===== config.mk =====
export PLATFORM = sky130hd
export DESIGN_NAME = sm3_pad_strm
export DESIGN_NICKNAME = d
export VERILOG_FILES = /design/src/rtl/sm3_pad_strm.sv
export SDC_FILE = /design/constraint.sdc
export NUM_CORES = 1
export LEC_CHECK = 0
export ABC_AREA = 1
export CAP_MARGIN = 40
export CORE_MARGIN = 2
export CORE_UTILIZATION = 48
export DETAILED_ROUTE_END_ITERATION = 12
export HOLD_SLACK_MARGIN = 0.03
export PLACE_DENSITY = 0.7
export SYNTH_ARGS = -nofsm -noshare
export SYNTH_HDL_FRONTEND = slang
export SYNTH_SLANG_ARGS = --single-unit

===== constraint.sdc =====
create_clock -name clk -period 3.4 [get_ports clk]
set_clock_uncertainty 0.15 [all_clocks]
set_input_delay 0.51 -clock clk [delete_from_list [all_inputs] [get_ports clk]]
set_output_delay 0.51 -clock clk [all_outputs]
set_load 0.01 [all_outputs]

===== src/rtl/sm3_pad_strm.sv =====
// SM3 message padder: turns 32/64-bit big-endian input beats into padded 32-bit words
// (0x80 marker, zero fill, 64-bit bit length). Define SM3_PAD_ERR_CHK_EN for a sticky mask-protocol error flag.
module sm3_pad_strm #(
  parameter int INPT_DW     = 32,
  parameter int INPT_BYTE_W = INPT_DW / 8
) (
  input  logic                   clk,
  input  logic                   rst,
  input  logic [INPT_DW-1:0]     msg_inpt_d,
  input  logic [INPT_BYTE_W-1:0] msg_inpt_vld_byte,
  input  logic                   msg_inpt_vld,
  output logic                   msg_inpt_rdy,
  input  logic                   msg_inpt_lst,
  output logic [31:0]            pad_otpt_d,
  output logic                   pad_otpt_vld,
  input  logic                   pad_otpt_rdy,
  output logic                   pad_otpt_blk_lst,
  output logic                   pad_otpt_msg_lst,
  output logic                   pad_err
);

  typedef enum logic [1:0] {ST_DATA, ST_PAD, ST_LEN_H, ST_LEN_L} st_e;

  st_e         st_q, st_d;
  logic [3:0]  idx_q, idx_d;
  logic [60:0] cnt_q, cnt_d;
  logic        need80_q, need80_d;
  logic        pend_q, pend_d;
  logic [31:0] pend_w_q, pend_w_d;
  logic [2:0]  pend_nb_q, pend_nb_d;
  logic        pend_lst_q, pend_lst_d;
  logic        o_vld_q, o_vld_d;
  logic [31:0] o_w_q, o_w_d;
  logic        o_blk_q, o_blk_d;
  logic        o_msg_q, o_msg_d;

  logic [31:0] beat_hi, beat_lo;
  logic [3:0]  mask_hi, mask_lo;
  logic        two_words;
  logic        ld_ok, acc, ld, ld_msg;
  logic [31:0] ld_w;
  logic        cur_go, cur_lst;
  logic [31:0] cur_w;
  logic [2:0]  cur_nb;
  logic [63:0] len_bits;

  function automatic logic [2:0] popcnt4(input logic [3:0] m);
    return 3'(m[0]) + 3'(m[1]) + 3'(m[2]) + 3'(m[3]);
  endfunction

  // Keep the nb leading bytes, place the 0x80 marker in the next byte, zero the rest.
  function automatic logic [31:0] pad_word(input logic [31:0] w, input logic [2:0] nb);
    case (nb)
      3'd1:    return {w[31:24], 8'h80, 16'h0000};
      3'd2:    return {w[31:16], 8'h80, 8'h00};
      3'd3:    return {w[31:8], 8'h80};
      default: return 32'h8000_0000;
    endcase
  endfunction

  if (INPT_DW == 64) begin : g_dw64
    assign beat_hi   = msg_inpt_d[63:32];
    assign beat_lo   = msg_inpt_d[31:0];
    assign mask_hi   = msg_inpt_vld_byte[7:4];
    assign mask_lo   = msg_inpt_vld_byte[3:0];
    assign two_words = 1'b1;
  end else begin : g_dw32
    assign beat_hi   = msg_inpt_d[31:0];
    assign beat_lo   = '0;
    assign mask_hi   = msg_inpt_vld_byte[3:0];
    assign mask_lo   = '0;
    assign two_words = 1'b0;
  end

  assign ld_ok        = !o_vld_q || pad_otpt_rdy;
  assign msg_inpt_rdy = !rst && (st_q == ST_DATA) && !pend_q && ld_ok;
  assign acc          = msg_inpt_vld && msg_inpt_rdy;
  assign len_bits     = {cnt_q, 3'b000};

  always_comb begin
    st_d       = st_q;
    idx_d      = idx_q;
    cnt_d      = cnt_q;
    need80_d   = need80_q;
    pend_d     = pend_q;
    pend_w_d   = pend_w_q;
    pend_nb_d  = pend_nb_q;
    pend_lst_d = pend_lst_q;
    o_vld_d    = o_vld_q;
    o_w_d      = o_w_q;
    o_blk_d    = o_blk_q;
    o_msg_d    = o_msg_q;
    ld         = 1'b0;
    ld_w       = '0;
    ld_msg     = 1'b0;
    cur_go     = acc;
    cur_w      = beat_hi;
    cur_nb     = popcnt4(mask_hi);
    cur_lst    = msg_inpt_lst && (mask_lo == 4'h0);
    if (pend_q) begin
      cur_go  = ld_ok;
      cur_w   = pend_w_q;
      cur_nb  = pend_nb_q;
      cur_lst = pend_lst_q;
    end

    // A 64-bit beat whose low word still carries bytes parks that word for the next slot.
    if (acc) begin
      cnt_d = cnt_q + 61'(popcnt4(mask_hi)) + 61'(popcnt4(mask_lo));
      if (two_words && !cur_lst) begin
        pend_d     = 1'b1;
        pend_w_d   = beat_lo;
        pend_nb_d  = popcnt4(mask_lo);
        pend_lst_d = msg_inpt_lst;
      end
    end

    case (st_q)
      ST_DATA: begin
        if (cur_go) begin
          if (pend_q) pend_d = 1'b0;
          if (!cur_lst) begin
            ld   = 1'b1;
            ld_w = cur_w;
          end else if (cur_nb == 3'd0) begin
            st_d     = ST_PAD;
            need80_d = 1'b1;
          end else if (cur_nb[2]) begin
            ld       = 1'b1;
            ld_w     = cur_w;
            st_d     = ST_PAD;
            need80_d = 1'b1;
          end else begin
            ld       = 1'b1;
            ld_w     = pad_word(cur_w, cur_nb);
            st_d     = (idx_q == 4'd13) ? ST_LEN_H : ST_PAD;
            need80_d = 1'b0;
          end
        end
      end
      ST_PAD: begin
        if (ld_ok) begin
          ld       = 1'b1;
          ld_w     = need80_q ? 32'h8000_0000 : 32'h0;
          need80_d = 1'b0;
          if (idx_q == 4'd13) st_d = ST_LEN_H;
        end
      end
      ST_LEN_H: begin
        if (ld_ok) begin
          ld   = 1'b1;
          ld_w = len_bits[63:32];
          st_d = ST_LEN_L;
        end
      end
      ST_LEN_L: begin
        if (ld_ok) begin
          ld     = 1'b1;
          ld_w   = len_bits[31:0];
          ld_msg = 1'b1;
          st_d   = ST_DATA;
          cnt_d  = '0;
        end
      end
      default: st_d = ST_DATA;
    endcase

    if (ld) begin
      o_vld_d = 1'b1;
      o_w_d   = ld_w;
      o_blk_d = (idx_q == 4'd15);
      o_msg_d = ld_msg;
      idx_d   = idx_q + 4'd1;
    end else if (o_vld_q && pad_otpt_rdy) begin
      o_vld_d = 1'b0;
    end
  end

  always_ff @(posedge clk) begin
    if (rst) begin
      st_q     <= ST_DATA;
      idx_q    <= '0;
      cnt_q    <= '0;
      need80_q <= 1'b0;
      pend_q   <= 1'b0;
      o_vld_q  <= 1'b0;
      o_w_q    <= '0;
      o_blk_q  <= 1'b0;
      o_msg_q  <= 1'b0;
    end else begin
      st_q     <= st_d;
      idx_q    <= idx_d;
      cnt_q    <= cnt_d;
      need80_q <= need80_d;
      pend_q   <= pend_d;
      o_vld_q  <= o_vld_d;
      o_w_q    <= o_w_d;
      o_blk_q  <= o_blk_d;
      o_msg_q  <= o_msg_d;
    end
  end

  always_ff @(posedge clk) begin
    pend_w_q   <= pend_w_d;
    pend_nb_q  <= pend_nb_d;
    pend_lst_q <= pend_lst_d;
  end

  assign pad_otpt_d       = o_w_q;
  assign pad_otpt_vld     = o_vld_q;
  assign pad_otpt_blk_lst = o_blk_q;
  assign pad_otpt_msg_lst = o_msg_q;

`ifdef SM3_PAD_ERR_CHK_EN
  // A legal mask inverted is a run of low-order ones, so inv & (inv+1) is zero.
  logic [INPT_BYTE_W-1:0] inv_mask, inv_inc;
  logic                   mask_bad, err_q, err_d;
  assign inv_mask = ~msg_inpt_vld_byte;
  assign inv_inc  = inv_mask + INPT_BYTE_W'(1);
  assign mask_bad = ((inv_mask & inv_inc) != '0) || (!msg_inpt_lst && (msg_inpt_vld_byte != '1));
  assign err_d    = err_q || (acc && mask_bad);
  always_ff @(posedge clk) begin
    if (rst) err_q <= 1'b0;
    else     err_q <= err_d;
  end
  assign pad_err = err_q;
`else
  assign pad_err = 1'b0;
`endif

endmodule


### Word-level counts from Yosys, hierarchy flattened

Cells that the tools add are included.

| operators by class | value |
|---|---|
| reduce and logical (&&, ||, !) cells | 14 |
| equal/unequal tests | 14 |
| $add $sub $neg | 5 |
| muxes and demuxes | 37 |

Operator list:

| cell | count |
|---|---|
| $mux 32 | 8 |
| $mux 61 | 3 |
| $pmux 32 s4 | 1 |
| $pmux 32 s3 | 1 |
| $add 61x3->61 | 1 |
| $mux 2 | 9 |
| $mux 1 | 12 |
| $ne 2x2->1 const B | 6 |
| $eq 4x4->1 const B | 2 |
| $pmux 2 s4 | 1 |
| $eq 3x2->1 const B | 2 |
| $reduce_and 6->1 | 1 |
| $add 4x1->4 const B | 1 |
| $eq 2x2->1 const B | 2 |
| $logic_and 1x1->1 | 4 |
| $pmux 1 s2 | 2 |
| $reduce_and 4->1 | 1 |
| $reduce_bool 2->1 | 2 |
| $add 2x1->3 | 1 |
| $add 3x1->3 | 1 |
| $eq 3x1->1 const B | 1 |
| $logic_not 3->1 | 1 |
| $reduce_or 3->1 | 1 |
| $add 1x1->2 | 1 |
| other kinds (4) | 5 |

| word-level totals | value |
|---|---|
| flip-flop bits (word level) | 103 |

### Logic depth before layout (Yosys ltp)

Gate-level depths: netlist of run 1.

| logic depth | value |
|---|---|
| depth in word-level cells | 10 |
| depth in mapped cells | 14 |
| gate-level depth less buffers | 14 |

### Worst setup path after synthesis of run 1

Ideal clock, no wire load.

| timing | value |
|---|---|
| path kind | input to register |
| from | input port msg_inpt_vld_byte[0] |
| to | register cnt_q[12] |
| data arrival time | 2844 ps |
| stages on the path | 11 |
| setup slack | 286 ps |
| required time | 3131 ps |
| library setup time | 119 ps |
| path through | fa_1 > ha_1 > ha_1 > inv_1 > fa_1 > o21ai_1 > nand3_4 > nor2_1 > inv_1 > o21ai_0 > a21oi_1 |

| between the ends | value |
|---|---|
| word-level cells in the longest chain between the ends | 7 |

Ends and longest elaborated chain:

| element | line | RTL |
|---|---|---|
| start, declared | 10 | `input logic [INPT_BYTE_W-1:0] msg_inpt_vld_byte,` |
| $add 1x1->2 (*) | 48 | `return 3'(m[0]) + 3'(m[1]) + 3'(m[2]) + 3'(m[3]);` |
| $add 2x1->3 (*) | 48 |  |
| $add 3x1->3 (*) | 48 |  |
| $add 61x3->61 (*) | 109 | `cnt_d = cnt_q + 61'(popcnt4(mask_hi)) + 61'(popcnt4(mask_lo));` |
| $mux 61 (*) | 108 | `if (acc) begin` |
| $mux 61 | 157 | `if (ld_ok) begin` |
| $mux 61 (*) | 118 | `case (st_q)` |
| end signal, assigned | 193 | `cnt_q <= cnt_d;` |
| end, declared | 26 | `logic [60:0] cnt_q, cnt_d;` |

Mark *: on every way between the ends. The rest lies on a longest branch, timed or not.
A chain may end at the register's enable or synchronous reset.

### Worst setup path in the final report of run 1

| timing | value |
|---|---|
| from | input port msg_inpt_vld_byte[0] |
| to | register cnt_q[41] |

Same word-level chain as after synthesis.

==> results of run 1 <==
## cell usage after synthesis (6+ instances only)
cell type	number
o22ai_1	8
dfxtp_1	103
nand4_1	28
clkbuf_1	12
a21oi_1	64
ha_1	12
nor2_1	166
nor3_1	14
nor2_2	7
a22oi_1	7
o21ai_0	57
o21ai_1	11
nor2_4	6
inv_1	106
nand3_1	78
nand2_1	215
## report_power, final
| part | total, mW | internal [mW] | switching (mW) |
|---|---|---|---|
| Combinational | 0.903 | 0.417 | 0.486 |
| Sequential | 1.40 | 1.33 | 0.0667 |
| Clock | 1.16 | 0.689 | 0.475 |
## kinds of logic (layout without fill, tap and decap cells)
family	Yosys count	in the layout	synth area share (%)
AOI/OAI and AO/OA	161	161	14.82
buffers and inverters	133	240	8.818
other	1	1	0.06248
DFF	103	103	34.35
and+or+nand+nor	526	526	38.04
adders and majority gates	14	14	3.169
xor gates and xnor gates	5	5	0.7296
## final timing paths
check                                              startpoint                       endpoint  slack, ns  cells after the start
worst max-delay path                     msg_inpt_vld_byte[0]           cnt_q[41]$_SDFF_PP0_       0.15                     18
worst min register to register  pad_otpt_msg_lst$_SDFFE_PP0P_  pad_otpt_msg_lst$_SDFFE_PP0P_       0.32                      2
worst min-delay path            pad_otpt_msg_lst$_SDFFE_PP0P_  pad_otpt_msg_lst$_SDFFE_PP0P_       0.32                      2
worst max register to register           st_q[0]$_SDFFE_PP0P_    pad_otpt_d[12]$_SDFFE_PP0P_       0.67                     11
## flip-flops by register name (all words and copies together) (netlist names)
name	count
pad_otpt_vld	1
idx_q	4
pad_otpt_blk_lst	1
pad_otpt_d	32
cnt_q	61
st_q	2
pad_otpt_msg_lst	1
need80_q	1
## metal layers
| metal | vias to the layer above | GRT usage [%] | wire (um) |
|---|---|---|---|
| li1 | 3292 | - | - |
| met1 | 2977 | 40.23 | 8688 |
| met2 | 311 | 47.21 | 8769 |
| met3 | 34 | 4.236 | 1745 |
| met4 | 0 | 10.00 | 465 |
| met5 | - | 0 | 0 |
## what timing repair did
action                                 CTS  global route
gates resized for setup                  0            19
buffers inserted                         0             3
endpoints found under the hold margin    0             0
hold buffers                             0             0
setup endpoints to repair                0            31
## per-stage QoR
| step | total power, mW | cell area, um2 | util [%] | hold WS (ns) |
|---|---|---|---|---|
| finish | 3.466 | 7565 | 62.46 | 0.3189 |
| global route | 3.635 | 7565 | 62.46 | 0.3466 |
| CTS | 3.479 | 7482 | 61.78 | 0.3143 |
| detailed placement | 2.321 | 7149 | 59.03 | 0.3034 |
| global placement | 2.315 | 7149 | 59.03 | 0.3018 |
| floorplan | 1.910 | 6002 | - | 0.2981 |
## cell type report
type | instances | area (um2) | area share (%)
Timing Repair Buffer | 114 | 1076 | 14.22
Clock buffer | 12 | 256.5 | 3.391
Sequential cell | 103 | 2062 | 27.26
Multi-Input combinational cell | 707 | 3466 | 45.82
Inverter | 110 | 417.9 | 5.524
Clock inverter | 4 | 76.32 | 1.009
Tap cell | 168 | 210.2 | 2.779
## worst max-delay path, delay by kind of cell
family	cells	cell delay, ns
buf+inv	5	0.97
fa+ha+maj	4	1.15
simple gates	9	0.75
==> flow_summary_export.csv, run 1 <==
group,metric,value,unit
cts,htree_levels,3,
yosys,avgSynthCellArea,6.365,um2
run,max_cap_viol_count,0,
critical_path,cp_slowest_stage_delay,0.47,ns
detailed_routing,wl_per_cell,16.15,um
detailed_routing,first_iter_violations,609,
yosys,syn_nets,998,
sta,drv_slew,0,
sta,setup_viol,0,
cts,clkTransAtPathRegs,0.07,ns
sta,period_share,95.48,%
die,start_util,49.56,%
yosys,yosysWarnings,0,
finish,mostFrequentLayoutCell,"nand2_1",
sta,max_freq,308.0,MHz
critical_path,crit_top_cell,"nand2_1",
detailed_routing,drt_wl_total,19670,um
finish,fillers,1188,
place,dp_hpwl,14950,um
sta,setup_ws,0.1537,ns
die,die_w,115.8,um
min_path,hold_class,"reg -> reg",
outcome,status,"complete, no violations",
yosys,ys_async_sr_fraction,0,%
critical_path,crit_chain,"clkdlybuf4s50_1 > fa_1 > ha_2 > ha_1 > buf_4 > ha_1 > nand3_1 > inv_1 > nor2_2 > nor2_4 > buf_4 > nand2_1 > nor2_2 > buf_12 > nand2_1 > nand2_1 > nand2_1 > nor2_1",
power_and_ir_drop,p_leak,2.808,nW
sta,slew_headroom,41.55,%
place,dp_cells,1199,
critical_path,cp_slowest_cell,"clkdlybuf4s50_1",
finish,diodes,0,
global_route,grt_pass1_vias,5675,
yosys,synth_area,6002,um2
critical_path,crit_fanout,6,
global_route,grt_max_degree,55,
finish,layout.nets,1100,
detailed_routing,first_pass_iters,5,
finish,final_cells,1218,
yosys,yosys_register_bits,103,
global_route,track_usage,29.25,%
place,post-place-ws,-0.3054,ns
yosys,syn_inst,943,
global_route,grt_pass1_wl,29930,um
critical_path,critPathArrivalTime,3.39,ns
die,std_cell_rows,40,
detailed_routing,drc_errors,0,
yosys,yosys.area.top_type,"dfxtp_1",
yosys,yosysUniqueCellTypes,40,
yosys,yosys-top-cells-area,"dfxtp_1 34%, nand2_1 13%, nor2_1 10%, inv_1 6.6%, nand3_1 6.5%",
cts,clock_latency,0.36,ns
detailed_routing,viasPerCell,5.430,
yosys,yosysTopAreaCellShare,34.35,%
sta,rsz0062_at_grt,"no",
finish,drive_above_1_share,8.667,%
global_route,grt_overflow_total,0,
die,pin_count,78,
yosys,synth_edf_count,0,
sta,min_period,3.246,ns
cts,cts-root-buf,"clkbuf_16",
cts,clockBufferDepth,2,
finish,synthToLayoutAreaGrowth,26.04,%
detailed_routing,ant_nets,0,
power_and_ir_drop,ir_worst_vdd,227.9,uV
global_route,antenna_found_initial,0,
sta,hold_viol_final,0,
die,design.core.area,12110,um2
power_and_ir_drop,power_density,458.2,nW/um2
critical_path,endpoint_kind,"flip-flop",
yosys,synth-seq-area-share,34.35,%
critical_path,start_kind,"input pin",
detailed_routing,num_vias,6614,
sta,setup_tns,0,ns
cts,clock-sinks,103,
yosys,synth_ff_type,"dfxtp_1",
finish,final_cell_mix,"212 x nand2_1, 159 x nor2_1, 106 x inv_1",
sta,worst_slew_pin_slew,0.8758,ns
die,die_height,115.8,um
place,place.gp.congestion,0.9656,
cts,cts_made_buffers,9,
place,port_buffers,76,
critical_path,critical_path_class,"in -> reg",
cts,tritoncts,"yes",
die,dieArea,13410,um2
critical_path,required,3.55,ns
Note: power is estimated with default switching activity, not from simulation.
==> run 2, diff against run 1 <==
--- a/config.mk
+++ b/config.mk
@@ -12,6 +12,7 @@
 export DETAILED_ROUTE_END_ITERATION = 12
 export HOLD_SLACK_MARGIN = 0.03
 export PLACE_DENSITY = 0.7
+export SKIP_LAST_GASP = 1
 export SYNTH_ARGS = -nofsm -noshare
 export SYNTH_HDL_FRONTEND = slang
 export SYNTH_SLANG_ARGS = --single-unit
==> constraint.sdc (replaced) <==
create_clock -name clk -period 3.4 [get_ports clk]
set_clock_uncertainty 0.15 [all_clocks]
set_input_delay 0.68 -clock clk [delete_from_list [all_inputs] [get_ports clk]]
set_output_delay 0.68 -clock clk [all_outputs]
set_load 0.01 [all_outputs]
==> run 2 against run 1 <==
  * Fmax grew 4.4%
  * Register-to-register slack gained 0.03 ns
  * Via count grew 0.35%
  * Cell count grew 0.41%
  * Die area is the same
  * Largest power group unchanged
==> flow_summary_export.csv, run 2 (synthesized netlist as in run 1, its figures left out) <==
group,metric,value,unit
global_route,grt_pass1_wl,30670,um
power_and_ir_drop,p_sw_share,29.16,%
power_and_ir_drop,power.internal,2.553,mW
detailed_routing,num_vias,6637,
power_and_ir_drop,power_density,467.3,nW/um2
cts,clkTransAtPathRegs,0.07,ns
sta,min_period,3.110,ns
global_route,grt_pass1_vias,5911,
sta,rsz0062_at_grt,"no",
global_route,grt_overflow_total,0,
global_route,track_usage,30.09,%
finish,final_area,7714,um2
critical_path,critPathArrivalTime,3.21,ns
sta,drv_slew,0,
run,max_cap_viol_count,0,
detailed_routing,wl_per_cell,16.37,um
finish,regMostFlops,"cnt_q",
cts,cts_made_buffers,9,
die,pin_count,78,
sta,hold_viol_final,0,
global_route,antenna_found_initial,0,
sta,max_freq,321.5,MHz
critical_path,critical_path_class,"in -> reg",
die,die_w,115.8,um
critical_path,required,3.50,ns
cts,clock-sinks,103,
sta,period_share,91.48,%
finish,largest_reg_flops,61,
cts,ctsHoldBuffers,0,
outcome,status,"complete, no violations",
die,die_height,115.8,um
sta,setup_tns,0,ns
detailed_routing,first_iter_violations,718,
finish,fillers,1155,
critical_path,cp_num_buf_inv,4,
critical_path,crit_chain,"dlymetal6s2s_1 > fa_1 > ha_4 > ha_2 > inv_1 > fa_2 > o21ai_2 > buf_4 > nand3_4 > nor2_4 > buf_4 > nand4_1 > nand2_1 > nor2_1",
min_path,hold_class,"reg -> reg",
critical_path,cp_slowest_cell,"fa_1",
power_and_ir_drop,p_comb_share,26.4,%
critical_path,endpoint_kind,"flip-flop",
critical_path,cp_top_family,"adder cells",
power_and_ir_drop,fin_total_pwr,3.604,mW
finish,final_cells,1223,
place,post-place-ws,-0.4741,ns
power_and_ir_drop,seq_power_share,39.0,%
detailed_routing,viasPerCell,5.427,
power_and_ir_drop,ir_worst_vdd,217.7,uV
finish,mostFrequentLayoutCell,"nand2_1",
die,start_util,49.56,%
finish,final_cell_mix,"212 x nand2_1, 157 x nor2_1, 106 x inv_1",
die,std_cell_rows,40,
place,dp_hpwl,15120,um
cts,clockBufferDepth,2,
cts,tritoncts,"yes",
die,design.core.area,12110,um2
place,placed_cell_area,7197,um2
global_route,grt_max_degree,33,
sta,holdWs,0.3230,ns
critical_path,start_kind,"input pin",
critical_path,crit_fanout,6,
finish,diodes,0,
place,dp_cells,1202,
finish,synthToLayoutAreaGrowth,28.52,%
detailed_routing,drc_errors,0,
detailed_routing,first_pass_iters,5,
cts,cts-root-buf,"clkbuf_16",
finish,fin_util,63.69,%
critical_path,cp_slowest_stage_delay,0.53,ns
sta,setup_ws,0.2896,ns
place,place.gp.congestion,0.9868,
finish,layout.nets,1105,
detailed_routing,drt_wl_total,20020,um
die,dieArea,13410,um2
power_and_ir_drop,clock_power_share,34.6,%
place,port_buffers,76,
cts,htree_levels,3,
finish,drive_above_1_share,9.763,%
cts,clock_latency,0.37,ns
critical_path,crit_top_cell,"buf_4",
power_and_ir_drop,p_leak,2.886,nW
power_and_ir_drop,p_switching,1.051,mW
sta,setup_viol,0,
detailed_routing,ant_nets,0,
run 2: final timing paths:
check                           cells after the start                          start  slack [ns]                             to
worst max-delay path                               14           msg_inpt_vld_byte[3]        0.29           cnt_q[48]$_SDFF_PP0_
worst min-delay path                                2  pad_otpt_blk_lst$_SDFFE_PP0P_        0.32  pad_otpt_blk_lst$_SDFFE_PP0P_
worst max register to register                     11           st_q[0]$_SDFFE_PP0P_        0.70    pad_otpt_d[18]$_SDFFE_PP0P_
worst min register to register                      2  pad_otpt_blk_lst$_SDFFE_PP0P_        0.32  pad_otpt_blk_lst$_SDFFE_PP0P_
run 2: final cells by class:
class	instances	area (um2)	share of cell area, %
Sequential cell	103	2062	26.73
Tap cell	168	210.2	2.725
Timing Repair Buffer	117	1126	14.60
Multi-Input combinational cell	709	3542	45.92
Clock buffer	12	256.5	3.325
Clock inverter	4	98.84	1.281
Inverter	110	417.9	5.418
run 2: power by group through the flow:
stage | sequential, mW | clock [mW] | combinational (mW)
finish | 1.40 | 1.25 | 0.952
global route | 1.42 | 1.30 | 1.04
CTS | 1.40 | 1.25 | 0.942
detailed placement | 1.43 | 0 | 0.935
global placement | 1.43 | 0 | 0.928
floorplan | 1.47 | 0 | 0.437
run 2: worst register-to-register path, delay by kind of cell, from the launching register on:
family / cells / cell delay [ns]
buf+inv: 4 / 0.74
compound gates: 3 / 0.47
simple gates: 3 / 0.53
flops: 1 / 0.33
fa+ha+maj: 1 / 0.42
run 2: what timing repair did:
action	in CTS	in global routing
gates resized for setup	13	21
pin swaps	7	15
setup endpoints to repair	26	54
setup buffers	1	2
cloned	0	2
run 2: metal layers:
| metal | vias to the layer above | GRT usage [%] | wire [um] |
|---|---|---|---|
| met3 | 60 | 5.596 | 1738 |
| li1 | 3304 | - | - |
| met2 | 296 | 48.38 | 8934 |
| met1 | 2977 | 39.73 | 8594 |
| met5 | - | 0 | 0 |
| met4 | 0 | 12.86 | 757 |
==> run 3, diff against run 2 <==
--- a/config.mk
+++ b/config.mk
@@ -9,6 +9,7 @@
 export CAP_MARGIN = 40
 export CORE_MARGIN = 2
 export CORE_UTILIZATION = 48
+export CTS_BUF_LIST = sky130_fd_sc_hd__clkbuf_4 sky130_fd_sc_hd__clkbuf_8 sky130_fd_sc_hd__clkbuf_16
 export DETAILED_ROUTE_END_ITERATION = 12
 export HOLD_SLACK_MARGIN = 0.03
 export PLACE_DENSITY = 0.7
==> run 3 against run 2 <==
  * First-iteration DRC count did not move
  * Sequential share of layout area is essentially flat
  * Setup slack hardly changed
  * Total power rose by 0.21%
  * Non-clock buffer count did not move
  * Clock power hardly changed
  * Fmax barely moved
  * Critical endpoint unchanged
==> flow_summary_export.csv, run 3 (synthesized netlist as in run 1, its figures left out) <==
group,metric,value,unit
die,design.core.area,12110,um2
detailed_routing,ant_nets,0,
sta,min_period,3.110,ns
cts,tritoncts,"yes",
place,post-place-ws,-0.4741,ns
die,start_util,49.56,%
cts,ctsHoldBuffers,0,
die,die_w,115.8,um
detailed_routing,first_pass_iters,5,
finish,regMostFlops,"cnt_q",
critical_path,cp_top_family,"adder cells",
critical_path,cp_num_buf_inv,4,
cts,htree_levels,3,
finish,final_cells,1223,
finish,regArea,2062,um2
sta,rsz0062_at_grt,"no",
power_and_ir_drop,seq_power_share,38.9,%
critical_path,crit_top_cell,"buf_4",
critical_path,critical_path_class,"in -> reg",
power_and_ir_drop,clock_power_share,34.8,%
cts,clockBufferDepth,2,
outcome,status,"complete, no violations",
die,die_height,115.8,um
power_and_ir_drop,p_switching,1.051,mW
run,max_cap_viol_count,0,
global_route,track_usage,30.09,%
detailed_routing,viasPerCell,5.424,
critical_path,cp_slowest_cell,"fa_1",
place,port_buffers,76,
cts,clock_latency,0.37,ns
sta,hold_viol_final,0,
critical_path,r2r_slack,0.71,ns
global_route,antenna_found_initial,0,
sta,period_share,91.47,%
detailed_routing,drt_wl_total,19990,um
finish,layout.nets,1105,
cts,clock-sinks,103,
cts,clkTransAtPathRegs,0.07,ns
finish,diodes,0,
detailed_routing,num_vias,6634,
die,std_cell_rows,40,
power_and_ir_drop,power_density,468.1,nW/um2
finish,drive_above_1_share,9.858,%
cts,cts_made_buffers,9,
critical_path,cp_slowest_stage_delay,0.53,ns
global_route,grt_pass1_vias,5911,
min_path,hold_class,"reg -> reg",
critical_path,required,3.50,ns
sta,max_freq,321.5,MHz
detailed_routing,drc_errors,0,
finish,largest_reg_flops,61,
sta,setup_viol,0,
power_and_ir_drop,p_comb_share,26.4,%
global_route,grt_max_degree,33,
finish,synthToLayoutAreaGrowth,28.58,%
die,pin_count,78,
finish,fillers,1155,
critical_path,start_kind,"input pin",
critical_path,endpoint_kind,"flip-flop",
die,dieArea,13410,um2
critical_path,critPathArrivalTime,3.21,ns
critical_path,crit_fanout,6,
power_and_ir_drop,p_leak,2.889,nW
finish,multiInputGateArea,3542,um2
global_route,grt_pass1_wl,30670,um
power_and_ir_drop,ir_worst_vdd,217.7,uV
power_and_ir_drop,power.internal,2.561,mW
detailed_routing,wl_per_cell,16.34,um
finish,final_cell_mix,"212 x nand2_1, 157 x nor2_1, 106 x inv_1",
finish,mostFrequentLayoutCell,"nand2_1",
sta,drv_slew,0,
detailed_routing,first_iter_violations,718,
place,dp_hpwl,15120,um
global_route,grt_overflow_total,0,
place,dp_cells,1202,
sta,setup_ws,0.2900,ns
place,place.gp.congestion,0.9868,
cts,cts-root-buf,"clkbuf_16",
power_and_ir_drop,p_sw_share,29.09,%
critical_path,crit_chain,"dlymetal6s2s_1 > fa_1 > ha_4 > ha_2 > inv_1 > fa_2 > o21ai_2 > buf_4 > nand3_4 > nor2_4 > buf_4 > nand4_1 > nand2_1 > nor2_1",
[run 3: cell counts in the layout (fill, tap and decap cells not counted)]
Identical to the previous run, type by type.
[run 3: worst min-delay path: stages, from the launching register on]
cell	delay, ns
dfxtp_1	0.31
nand2_1	0.06
a21oi_1	0.05
[run 3: power groups by stage]
stage / clock network, mW / registers [mW] / logic [mW]
global route: 1.31 / 1.42 / 1.04
detailed placement: 0 / 1.43 / 0.935
floorplan: 0 / 1.47 / 0.437
CTS: 1.26 / 1.40 / 0.942
finish: 1.26 / 1.40 / 0.952
global placement: 0 / 1.43 / 0.928
[run 3: cell type report]
| class | count | area share, % |
|---|---|---|
| clock buffer | 12 | 3.372 |
| sequential | 103 | 26.72 |
| timing repair buffer | 117 | 14.59 |
| inverter | 110 | 5.415 |
| clock inverter | 4 | 1.281 |
| multi-input combinational | 709 | 45.90 |
| tap | 168 | 2.724 |
[run 3: final timing paths]
check / depth (start not counted) / to / from
hold reg to reg: 2 / pad_otpt_blk_lst$_SDFFE_PP0P_ / pad_otpt_blk_lst$_SDFFE_PP0P_
setup / recovery: 14 / cnt_q[48]$_SDFF_PP0_ / msg_inpt_vld_byte[3]
setup reg to reg: 11 / pad_otpt_d[18]$_SDFFE_PP0P_ / st_q[0]$_SDFFE_PP0P_
hold / removal: 2 / pad_otpt_blk_lst$_SDFFE_PP0P_ / pad_otpt_blk_lst$_SDFFE_PP0P_
[run 3: per-stage QoR]
stage / area (um2) / setup TNS, ns / power (mW) / utilization, % / hold WS (ns)
2_1_floorplan: 6002 / 0 / 1.910 / - / 0.2981
3_3_place_gp: 7197 / -20.67 / 2.356 / 59.42 / 0.3111
3_5_place_dp: 7197 / -22.33 / 2.364 / 59.42 / 0.3180
4_1_cts: 7601 / -0.04846 / 3.605 / 62.76 / 0.3287
5_1_grt: 7717 / 0 / 3.775 / 63.72 / 0.3526
6_report: 7717 / 0 / 3.612 / 63.72 / 0.3230
[run 3: routing by layer]
metal  share of wire [%]  global-route usage [%]
met4                 3.6                   12.86
met2                  45                   48.38
met1                  43                   39.73
met3                 9.0                   5.596
met5                   0                       0
[run 3: timing repair]
action	4_1_cts	5_1_grt
gates resized for setup	13	21
buffers inserted	1	2
gates cloned	0	2
endpoints found under the setup margin	26	54
pin swaps	7	15
==> variant: new RTL, flow settings as in run 1 <==
Build with the macro `SM3_PAD_ERR_CHK_EN` defined.
--- a/src/rtl/sm3_pad_strm.sv
+++ b/src/rtl/sm3_pad_strm.sv
@@ -1,4 +1,6 @@
 // SM3 message padder: turns 32/64-bit big-endian input beats into padded 32-bit words
 // (0x80 marker, zero fill, 64-bit bit length). Define SM3_PAD_ERR_CHK_EN for a sticky mask-protocol error flag.
+`define SM3_PAD_ERR_CHK_EN
+
 module sm3_pad_strm #(
   parameter int INPT_DW     = 32,
Behaviour: not the same (Yosys sat finds a counterexample within 4 cycles, from zero or initial values and one cycle with rst high).
==> variant against run 1 <==
- final area increased by 2.0%
- first-iteration DRC count increased by 5.6%
- wire length increased by 5.0%
- sequential cell count increased by 1
- worst setup slack improved by 0.22 ns
- sequential share of layout area decreased by 0.28 points
- die area increased by 0.99%
- critical path depth decreased by 2
- power increased by 7.5%
- cell count increased by 1.1%
- synthesized area increased by 1.0%
- critical path type unchanged
- critical endpoint is now cnt_q[48]
- highest routed layer unchanged
==> variant: results <==
{
  "ys_seq_area_frac": 0.343,
  "whs_ns": 0.310,
  "insertion_delay_ns": 0.36,
  "ys_types": 43,
  "ys_top_cells_by_count": "204 x nand2_1, 149 x nor2_1, 114 x inv_1, 104 x dfxtp_1, 79 x a21oi_1",
  "hold_path.startpoint": "pad_err",
  "firstDrtPassIters": 5,
  "p_leak_nw": 2.92,
  "place_inst": 1208,
  "drt_iter0_markers": 643,
  "antenna_cells": 0,
  "worst_slew_pin_slew_ns": 0.625,
  "setup_slack_ns": 0.369,
  "fin_cells": 1231,
  "crit_slowest_cell": "fa_1",
  "crit_path_end": "cnt_q[48]",
  "gr-usage-all-layers": 0.309,
  "port_buffers": 77,
  "via_count": 6772,
  "max_stage_delay_ns": 0.53,
  "grt_pass1_vias": 6124,
  "reg2reg_to": "pad_otpt_d[24]",
  "final_net_count": 1112,
  "netlist_top_cells_area": "dfxtp_1 34%, nand2_1 13%, nor2_1 9.2%",
  "grt_max_degree": 42,
  "drive_gt1_frac": 0.0888,
  "dp_hpwl_um": 16100,
  "antenna_found_initial": 0,
  "status": "finished clean",
  "synth.avg_cell_area_um2": 6.42,
  "critPathMaxFanout": 8,
  "reg2reg_depth": 8,
  "post_dp_cell_area_um2": 7250,
  "critPathLaunch": "msg_inpt_vld_byte[3]",
  "gp_congestion": 0.940,
  "syn_nets": 1002,
  "synthArstFlopShare": 0,
  "holdPathEnd": "pad_err",
  "wl_per_cell_um": 16.8,
  "dpl_worst_slack_ns": -0.388,
  "irDropWorstVdd_v": 0.000305,
  "r2r_slack_ns": 0.72,
  "crit_arrival_ns": 3.18,
  "grt_pass1_wl_um": 31700,
  "sw_frac_of_total": 0.336
}
-- variant: kinds of logic (layout without fill, tap and decap cells) --
family / count (synthesis) / in the layout / synth area share
compound gates: 174 / 174 / 0.158
xor+xnor: 8 / 8 / 0.0116
fa+ha+maj: 17 / 17 / 0.0376
simple gates: 500 / 500 / 0.356
buf+inv: 141 / 256 / 0.0931
flops: 104 / 104 / 0.343
-- variant: area by class of cell --
cell class,count,area [um2]
clock buffers,11,243
clock inverters,5,56.3
fillers,1182,4750
inverters,118,443
multi-input cells,699,3510
flip-flops and latches,104,2080
well taps,172,215
repair buffers,122,1170
-- variant: per-layer routing --
layer | vias up | track usage | wire (um)
li1 | 3327 | - | -
met1 | 3075 | 0.397 | 8640
met2 | 315 | 0.497 | 9310
met3 | 55 | 0.0804 | 1960
met4 | 0 | 0.127 | 748
met5 | - | 0 | 0
-- variant: stage by stage --
stage                util  setup TNS [ns]
CTS                 0.606               0
global placement    0.582          -14.05
floorplan               -               0
global route        0.619               0
finish              0.619               0
detailed placement  0.582          -15.83
-- variant: power groups by stage --
stage                     combinational [mW]  sequential (mW)  clock [mW]
after floorplan                        0.644             1.51           0
after global placement                  1.18             1.46           0
after detailed placement                1.19             1.47           0
after CTS                               1.19             1.44        1.09
after global routing                    1.34             1.46        1.12
final                                   1.21             1.44        1.08
-- variant: worst max-delay path: cells and delay by family --
| kind | cells | cell delay [ns] |
|---|---|---|
| simple gates | 7 | 0.84 |
| buf+inv | 5 | 0.47 |
| fa+ha+maj | 4 | 1.34 |
-- variant: repair_timing --
item                       in CTS  in global routing
pin swaps                       0                  8
setup endpoints to repair       5                 51
hold buffers                    0                  0
cloned                          0                  1
resized for setup               1                 20
setup buffers                   0                  6
